## src/rtl/ahb_pkg.sv

```systemverilog
// AHB-Lite encodings and the slave state enumeration shared by slave_ahb and master_ahb.
package ahb_pkg;

    localparam int unsigned DATA_W = 32;

    localparam logic [1:0] HTRANS_IDLE   = 2'b00;
    localparam logic [1:0] HTRANS_BUSY   = 2'b01;
    localparam logic [1:0] HTRANS_NONSEQ = 2'b10;
    localparam logic [1:0] HTRANS_SEQ    = 2'b11;

    localparam logic [2:0] HSIZE_BYTE = 3'b000;
    localparam logic [2:0] HSIZE_HALF = 3'b001;
    localparam logic [2:0] HSIZE_WORD = 3'b010;

    localparam logic [2:0] HBURST_SINGLE = 3'b000;
    localparam logic [2:0] HBURST_INCR   = 3'b001;
    localparam logic [2:0] HBURST_WRAP4  = 3'b010;
    localparam logic [2:0] HBURST_INCR4  = 3'b011;
    localparam logic [2:0] HBURST_WRAP8  = 3'b100;
    localparam logic [2:0] HBURST_INCR8  = 3'b101;
    localparam logic [2:0] HBURST_WRAP16 = 3'b110;
    localparam logic [2:0] HBURST_INCR16 = 3'b111;

    localparam logic HRESP_OKAY  = 1'b0;
    localparam logic HRESP_ERROR = 1'b1;

    typedef enum logic [2:0] {
        ST_IDLE,
        ST_DATA,
        ST_WAIT,
        ST_ERR1,
        ST_ERR2
    } slv_state_e;

    // Little-endian byte-lane enables for a legal (aligned) transfer.
    function automatic logic [3:0] byte_en(input logic [2:0] size, input logic [1:0] addr);
        case (size)
            HSIZE_BYTE: byte_en = 4'b0001 << addr;
            HSIZE_HALF: byte_en = addr[1] ? 4'b1100 : 4'b0011;
            default:    byte_en = 4'b1111;
        endcase
    endfunction

endpackage

```

## src/rtl/slave_mem.sv

```systemverilog
// Word-organised storage for slave_ahb: byte-enable synchronous write, combinational read, synchronous clear.
module slave_mem #(
    parameter int unsigned DEPTH = 64,
    parameter int unsigned AW    = 6
) (
    input  logic          clk_i,
    input  logic          rst_i,
    input  logic          we_i,
    input  logic [3:0]    be_i,
    input  logic [AW-1:0] wr_idx_i,
    input  logic [31:0]   wdata_i,
    input  logic [AW-1:0] rd_idx_i,
    output logic [31:0]   rdata_c
);

    logic [31:0] mem_q [DEPTH];

    // Clear wins over a concurrent write so a reset never commits data.
    always_ff @(posedge clk_i) begin
        if (rst_i) begin
            for (int i = 0; i < int'(DEPTH); i++) begin
                mem_q[AW'(i)] <= '0;
            end
        end else if (we_i) begin
            for (int b = 0; b < 4; b++) begin
                if (be_i[b]) begin
                    mem_q[wr_idx_i][8*b +: 8] <= wdata_i[8*b +: 8];
                end
            end
        end
    end

    assign rdata_c = mem_q[rd_idx_i];

endmodule

```

## src/rtl/slave_ahb.sv

```systemverilog
// AHB-Lite memory slave with pipelined address/data phases and two-cycle ERROR responses.
// Optional wait states per data phase when SLAVE_WAIT_STATE_EN is defined.
module slave_ahb
    import ahb_pkg::*;
#(
    parameter int unsigned MEM_DEPTH   = 64,
    parameter int unsigned WAIT_CYCLES = 1
) (
    input  logic        CLK_SLAVE,
    input  logic        RESET_SLAVE,
    input  logic [31:0] HADDR,
    input  logic [1:0]  HTRANS,
    input  logic        HWRITE,
    input  logic [2:0]  HSIZE,
    input  logic [2:0]  HBURST,
    input  logic [31:0] HWDATA,
    output logic        HREADY,
    output logic        HRESP,
    output logic [31:0] HRDATA
);

    localparam int unsigned AW = $clog2(MEM_DEPTH);
`ifdef SLAVE_WAIT_STATE_EN
    localparam logic [2:0] WAIT_LD = 3'(WAIT_CYCLES);
`else
    localparam logic [2:0] WAIT_LD = 3'd0;
`endif

    slv_state_e    state_q, state_d;
    logic          hready_q, hready_d;
    logic          hresp_q, hresp_d;
    logic [31:0]   hrdata_q, hrdata_d;
    logic [AW+1:0] addr_q, addr_d;
    logic          write_q, write_d;
    logic [2:0]    size_q, size_d;
`ifdef SLAVE_WAIT_STATE_EN
    logic [2:0]    wcnt_q, wcnt_d;
`endif

    logic          sample_c;
    logic          legal_c;
    logic          mem_we_c;
    logic [3:0]    mem_be_c;
    logic [AW-1:0] rd_idx_c;
    logic [31:0]   mem_rdata_c;
    logic [31:0]   fwd_rdata_c;
    logic          unused_burst_c;

    // Burst type is accepted but addressing relies only on HADDR.
    assign unused_burst_c = ^HBURST;

    assign sample_c = hready_q && ((HTRANS == HTRANS_NONSEQ) || (HTRANS == HTRANS_SEQ));
    assign mem_we_c = (state_q == ST_DATA) && hready_q && write_q;
    assign mem_be_c = byte_en(size_q, addr_q[1:0]);
    // Read data is looked up one cycle ahead so HRDATA can be a register.
    assign rd_idx_c = (state_q == ST_WAIT) ? addr_q[AW+1:2] : HADDR[AW+1:2];

    always_comb begin
        legal_c = 1'b1;
        if (HSIZE > HSIZE_WORD)                             legal_c = 1'b0;
        if ((HSIZE == HSIZE_HALF) && HADDR[0])              legal_c = 1'b0;
        if ((HSIZE == HSIZE_WORD) && (HADDR[1:0] != 2'b00)) legal_c = 1'b0;
        if (|HADDR[31:AW+2])                                legal_c = 1'b0;
    end

    // Bypass a write completing on the same edge a read of that word is sampled.
    always_comb begin
        fwd_rdata_c = mem_rdata_c;
        for (int b = 0; b < 4; b++) begin
            if (mem_we_c && mem_be_c[b] && (addr_q[AW+1:2] == rd_idx_c)) begin
                fwd_rdata_c[8*b +: 8] = HWDATA[8*b +: 8];
            end
        end
    end

    always_comb begin
        state_d  = state_q;
        hready_d = 1'b1;
        hresp_d  = HRESP_OKAY;
        hrdata_d = hrdata_q;
        addr_d   = addr_q;
        write_d  = write_q;
        size_d   = size_q;
`ifdef SLAVE_WAIT_STATE_EN
        wcnt_d   = wcnt_q;
`endif
        case (state_q)
            ST_ERR1: begin
                state_d = ST_ERR2;
                hresp_d = HRESP_ERROR;
            end
`ifdef SLAVE_WAIT_STATE_EN
            ST_WAIT: begin
                wcnt_d = wcnt_q - 3'd1;
                if (wcnt_q <= 3'd1) begin
                    state_d = ST_DATA;
                    if (!write_q) hrdata_d = fwd_rdata_c;
                end else begin
                    hready_d = 1'b0;
                end
            end
`endif
            // IDLE, DATA and ERR2 all present HREADY=1, so an address phase may be taken.
            default: begin
                if (!sample_c) begin
                    state_d = ST_IDLE;
                end else if (!legal_c) begin
                    state_d  = ST_ERR1;
                    hready_d = 1'b0;
                    hresp_d  = HRESP_ERROR;
                end else begin
                    addr_d  = HADDR[AW+1:0];
                    write_d = HWRITE;
                    size_d  = HSIZE;
`ifdef SLAVE_WAIT_STATE_EN
                    wcnt_d  = WAIT_LD;
`endif
                    if (WAIT_LD != 3'd0) begin
                        state_d  = ST_WAIT;
                        hready_d = 1'b0;
                    end else begin
                        state_d = ST_DATA;
                        if (!HWRITE) hrdata_d = fwd_rdata_c;
                    end
                end
            end
        endcase
    end

    always_ff @(posedge CLK_SLAVE) begin
        if (RESET_SLAVE) begin
            state_q  <= ST_IDLE;
            hready_q <= 1'b1;
            hresp_q  <= HRESP_OKAY;
            hrdata_q <= '0;
            addr_q   <= '0;
            write_q  <= 1'b0;
            size_q   <= HSIZE_BYTE;
`ifdef SLAVE_WAIT_STATE_EN
            wcnt_q   <= 3'd0;
`endif
        end else begin
            state_q  <= state_d;
            hready_q <= hready_d;
            hresp_q  <= hresp_d;
            hrdata_q <= hrdata_d;
            addr_q   <= addr_d;
            write_q  <= write_d;
            size_q   <= size_d;
`ifdef SLAVE_WAIT_STATE_EN
            wcnt_q   <= wcnt_d;
`endif
        end
    end

    slave_mem #(
        .DEPTH (MEM_DEPTH),
        .AW    (AW)
    ) u_mem (
        .clk_i    (CLK_SLAVE),
        .rst_i    (RESET_SLAVE),
        .we_i     (mem_we_c),
        .be_i     (mem_be_c),
        .wr_idx_i (addr_q[AW+1:2]),
        .wdata_i  (HWDATA),
        .rd_idx_i (rd_idx_c),
        .rdata_c  (mem_rdata_c)
    );

    assign HREADY = hready_q;
    assign HRESP  = hresp_q;
    assign HRDATA = hrdata_q;

endmodule

```

## config.mk

```make
export PLATFORM = sky130hd
export DESIGN_NAME = slave_ahb
export DESIGN_NICKNAME = d
export VERILOG_FILES = /design/src/rtl/ahb_pkg.sv /design/src/rtl/slave_mem.sv /design/src/rtl/slave_ahb.sv
export SDC_FILE = /design/constraint.sdc
export NUM_CORES = 2
export LEC_CHECK = 0
export ABC_AREA = 1
export CORE_ASPECT_RATIO = 0.7
export CORE_MARGIN = 10
export CORE_UTILIZATION = 45
export DETAILED_ROUTE_END_ITERATION = 16
export HOLD_SLACK_MARGIN = 0.02
export SYNTH_ARGS = -nofsm -noshare
export SYNTH_HDL_FRONTEND = slang
export SYNTH_SLANG_ARGS = --single-unit
```

## constraint.sdc

```tcl
create_clock -name CLK_SLAVE -period 2.75 [get_ports CLK_SLAVE]
set_clock_uncertainty 0.15 [all_clocks]
set_input_delay 0.55 -clock CLK_SLAVE [delete_from_list [all_inputs] [get_ports CLK_SLAVE]]
set_output_delay 0.55 -clock CLK_SLAVE [all_outputs]
set_load 0.05 [all_outputs]
```

==> flow_summary.rst <==
.. list-table::
   :header-rows: 1

   * - Metric
     - Value
   * - CTS Buf Count
     - around 210
   * - Post-synthesis area per instance
     - 8.70 um2
   * - Number of instances in the synthesized netlist
     - 11700
   * - Most common flop cell mapped by yosys
     - edfxtp_1
   * - Yosys top cell area share
     - 60.6%
   * - Via count of the first global-routing pass
     - 79100
   * - Count of input and output buffers
     - 104
   * - Share of synthesized area occupied by flip-flops and latches
     - 61.6%
   * - Area leader, netlist
     - edfxtp_1
   * - Max Fanout on Critical Path
     - 8
   * - Element type at the critical path start
     - register
   * - Area added between synthesis and finish
     - 23.3%
   * - Count of hold buffers inserted by post-cts repair
     - 0
   * - Initial antenna violation count
     - 5
   * - Actual transition at the worst max-transition pin
     - 0.842 ns
   * - ANT nets after route
     - 0
   * - DIE AREA
     - 0.245 mm2
   * - Total number of yosys warnings
     - 0
   * - Placer congestion estimate
     - approximately 0.96
   * - Placement Rows
     - 145
   * - Fill cell total of the finished layout
     - 19900
   * - Cell area after layout
     - 0.125 mm2
   * - Max-slew violation count
     - 0
   * - Sinks on Clock Net
     - between 2000 and 2500
   * - Unrepaired setup endpoints after global routing
     - true
   * - Placed instance area
     - 0.115 mm2
   * - Mapped cell area
     - 0.101 mm2
   * - Category of the worst setup path capture point
     - register
   * - Number of ports placed on the die boundary
     - 109
   * - Violated checks
     - setup timing
   * - Clock latency of the later-clocked register in the worst-skew pair
     - 0.88 ns
   * - Starting density of the core
     - 45.4%
   * - Drc violations
     - 0
   * - Max-cap violations
     - 0
   * - Number of flops mapped to enable cells by yosys
     - 2048
   * - Type of the tightest min-delay check
     - in -> reg
   * - Finish-stage setup viols
     - 22
   * - Peak clock frequency supported by timing
     - 356 MHz
   * - Total power consumption of the routed design
     - 0.0765 W
   * - Fraction of registers with async set/reset
     - 0%
   * - Maximum ir drop on the vdd rail
     - slightly above 0.6 mV
   * - Min Clock Period, post-route
     - roughly 2.8 ns
   * - Register area
     - 0.0625 mm2
   * - Horiz. Die Dim
     - 588 um
   * - Result of the run
     - finished, violations left
   * - Clock tree root driver cell
     - clkbuf_16
   * - Clock tree from TritonCTS
     - done
   * - Endpoint arrival time on the critical path
     - 3.45 ns
   * - Total power divided by cell area
     - 612 mW/mm2
   * - Global route total overflow
     - 0
   * - Part of the cycle the worst path needs
     - 102%
   * - Net count after synthesis
     - 11700
   * - Post-detailed-placement half-perimeter wirelength
     - about 240000 um
   * - Count of nets after finishing
     - between 10000 and 15000
   * - Sum Neg Setup Slack
     - -0.375 ns
   * - Slew Limit Headroom
     - 43.8%
   * - Share of cells above drive strength 1
     - 13.8%
   * - Area used by multi-input combinational logic
     - about 0.030 mm2
   * - Leakage
     - 56.0 nW
   * - Worst-path clk slew
     - about 0.06 ns
   * - Top area cells in the synthesized netlist
     - edfxtp_1, nand2_1, nand3_1
   * - Post-route worst setup slack
     - -0.0598 ns
   * - Y dimension of the die
     - around 420 um
   * - Worst Path Class, Setup
     - reg -> reg
   * - Number of synthesized register bits
     - 2097
   * - Global router's overall resource usage
     - 27.2%
   * - Detailed-route wire length
     - 352000 um
   * - Post-DR vias/cell
     - 5.40
   * - Number of design-rule violations left by the first detailed-router iteration
     - 11800
   * - Core ar.
     - 0.224 mm2
   * - Largest net degree at the start of global routing
     - between 70 and 80
   * - Maximum level of the CTS H-tree
     - 4
   * - Hold Violations, Final
     - 0
   * - Wire length per cell
     - 22.4 um
   * - Maximum buffer depth of the clock tree
     - 4
   * - Yosys cell types
     - 32
   * - Endpoint required time on the critical path
     - about 3.4 ns
   * - Wire length of the first global-routing pass
     - 509000 um
   * - Number of optimization iterations in the first detailed-route pass
     - 6
   * - Via count
     - 84600
[routing by layer]
metal / vias to the layer above / GRT usage [%] / routed length [um]
met5: - / 0 / 30
met4: 4 / 8.99 / 12700
met3: 611 / 6.87 / 43600
met2: 4760 / 39.5 / 148000
met1: 40600 / 39.7 / 147000
li1: 38700 / - / -
[kinds of logic after synthesis]
kind of cell,share of synthesized area [%]
simple gates,28.2
buf+inv,9.63
flops,61.6
compound gates,0.606
xor+xnor,0.00863
[metrics by stage]
stage	hold slack, ns	setup WS (ns)	cells	utilization (%)
floorplan	0.269	0.182	11700	-
global placement	0.278	-0.804	15200	51.5
detailed placement	0.287	-0.745	15200	51.5
CTS	0.255	-0.127	15600	55.1
global route	0.316	-0.112	15700	55.9
finish	0.292	-0.0598	15700	55.9
[report_power, final]
part           switching (W)  total, W  internal, W
Sequential          0.000310    0.0363       0.0360
Combinational        0.00656    0.0101      0.00359
Clock                 0.0127    0.0301       0.0174
[final timing paths]
check	startpoint	endpoint	slack, ns	depth (start not counted)
worst max-delay path	state_q[2]	HRDATA[28]	-0.06	20
worst min-delay path	HWDATA[6]	HRDATA[6]	0.29	5
worst max register to register	state_q[2]	HRDATA[28]	-0.06	20
worst min register to register	size_q[2]	size_q[2]	0.29	2
[sequential cells by signal, summed over array words and instances, names as in the netlist]
register / flops
HRDATA: 32
HREADY: 1
HRESP: 1
addr_q: 8
size_q: 3
state_q: 3
u_mem.mem_q: 2048
write_q: 1
[Yosys cell counts, drive strengths merged (10+ instances only)]
cell type,count
dfxtp,49
buf,309
a21oi,10
nand3,1890
inv,1792
clkbuf,401
nor2,2133
nand2,2932
edfxtp,2048
o211ai,31
o21ai,55
[repair_timing]
action	CTS	global route
setup endpoints to repair	66	69
cloned	14	22
setup buffers	24	37
resized for setup	116	217
pin swaps	13	33
[area by class of cell]
class                           count  share of cell area [%]
Multi-Input combinational cell   7069                    24.1
Clock inverter                    117                    1.13
Sequential cell                  2097                    50.0
Antenna cell                        4                 0.00800
Tap cell                         3013                    3.01
Inverter                         1793                    5.41
Timing Repair Buffer             1319                    11.9
Clock buffer                      263                    4.48
[placed cells by master (no fill, tap or decap), types with 43 or more instances in the layout]
master / count
clkbuf_16: 234
buf_4: 849
clkbuf_1: 43
nor2_1: 2125
clkdlybuf4s50_1: 70
edfxtp_1: 2048
nand3_1: 1769
buf_12: 271
inv_1: 1747
dfxtp_1: 47
nand3_2: 106
nand2_1: 2909
[critical path, stage by stage (launching register included)]
cell and delay, ns:
dfxtp_2 0.34, nor2_4 0.14, nand2_4 0.08, buf_6 0.15
nand2_4 0.08, nand2_8 0.12, buf_16 0.19, nand2_1 0.08
o21ai_2 0.07, nor2_1 0.13, nand2_1 0.10, nor2_4 0.15
buf_12 0.12, buf_4 0.09, nand2_2 0.06, buf_12 0.17
buf_12 0.15, buf_4 0.14, nand3_1 0.07, nand2_1 0.06
nand2_1 0.07
No activity file was read; power rests on OpenSTA's default activity.
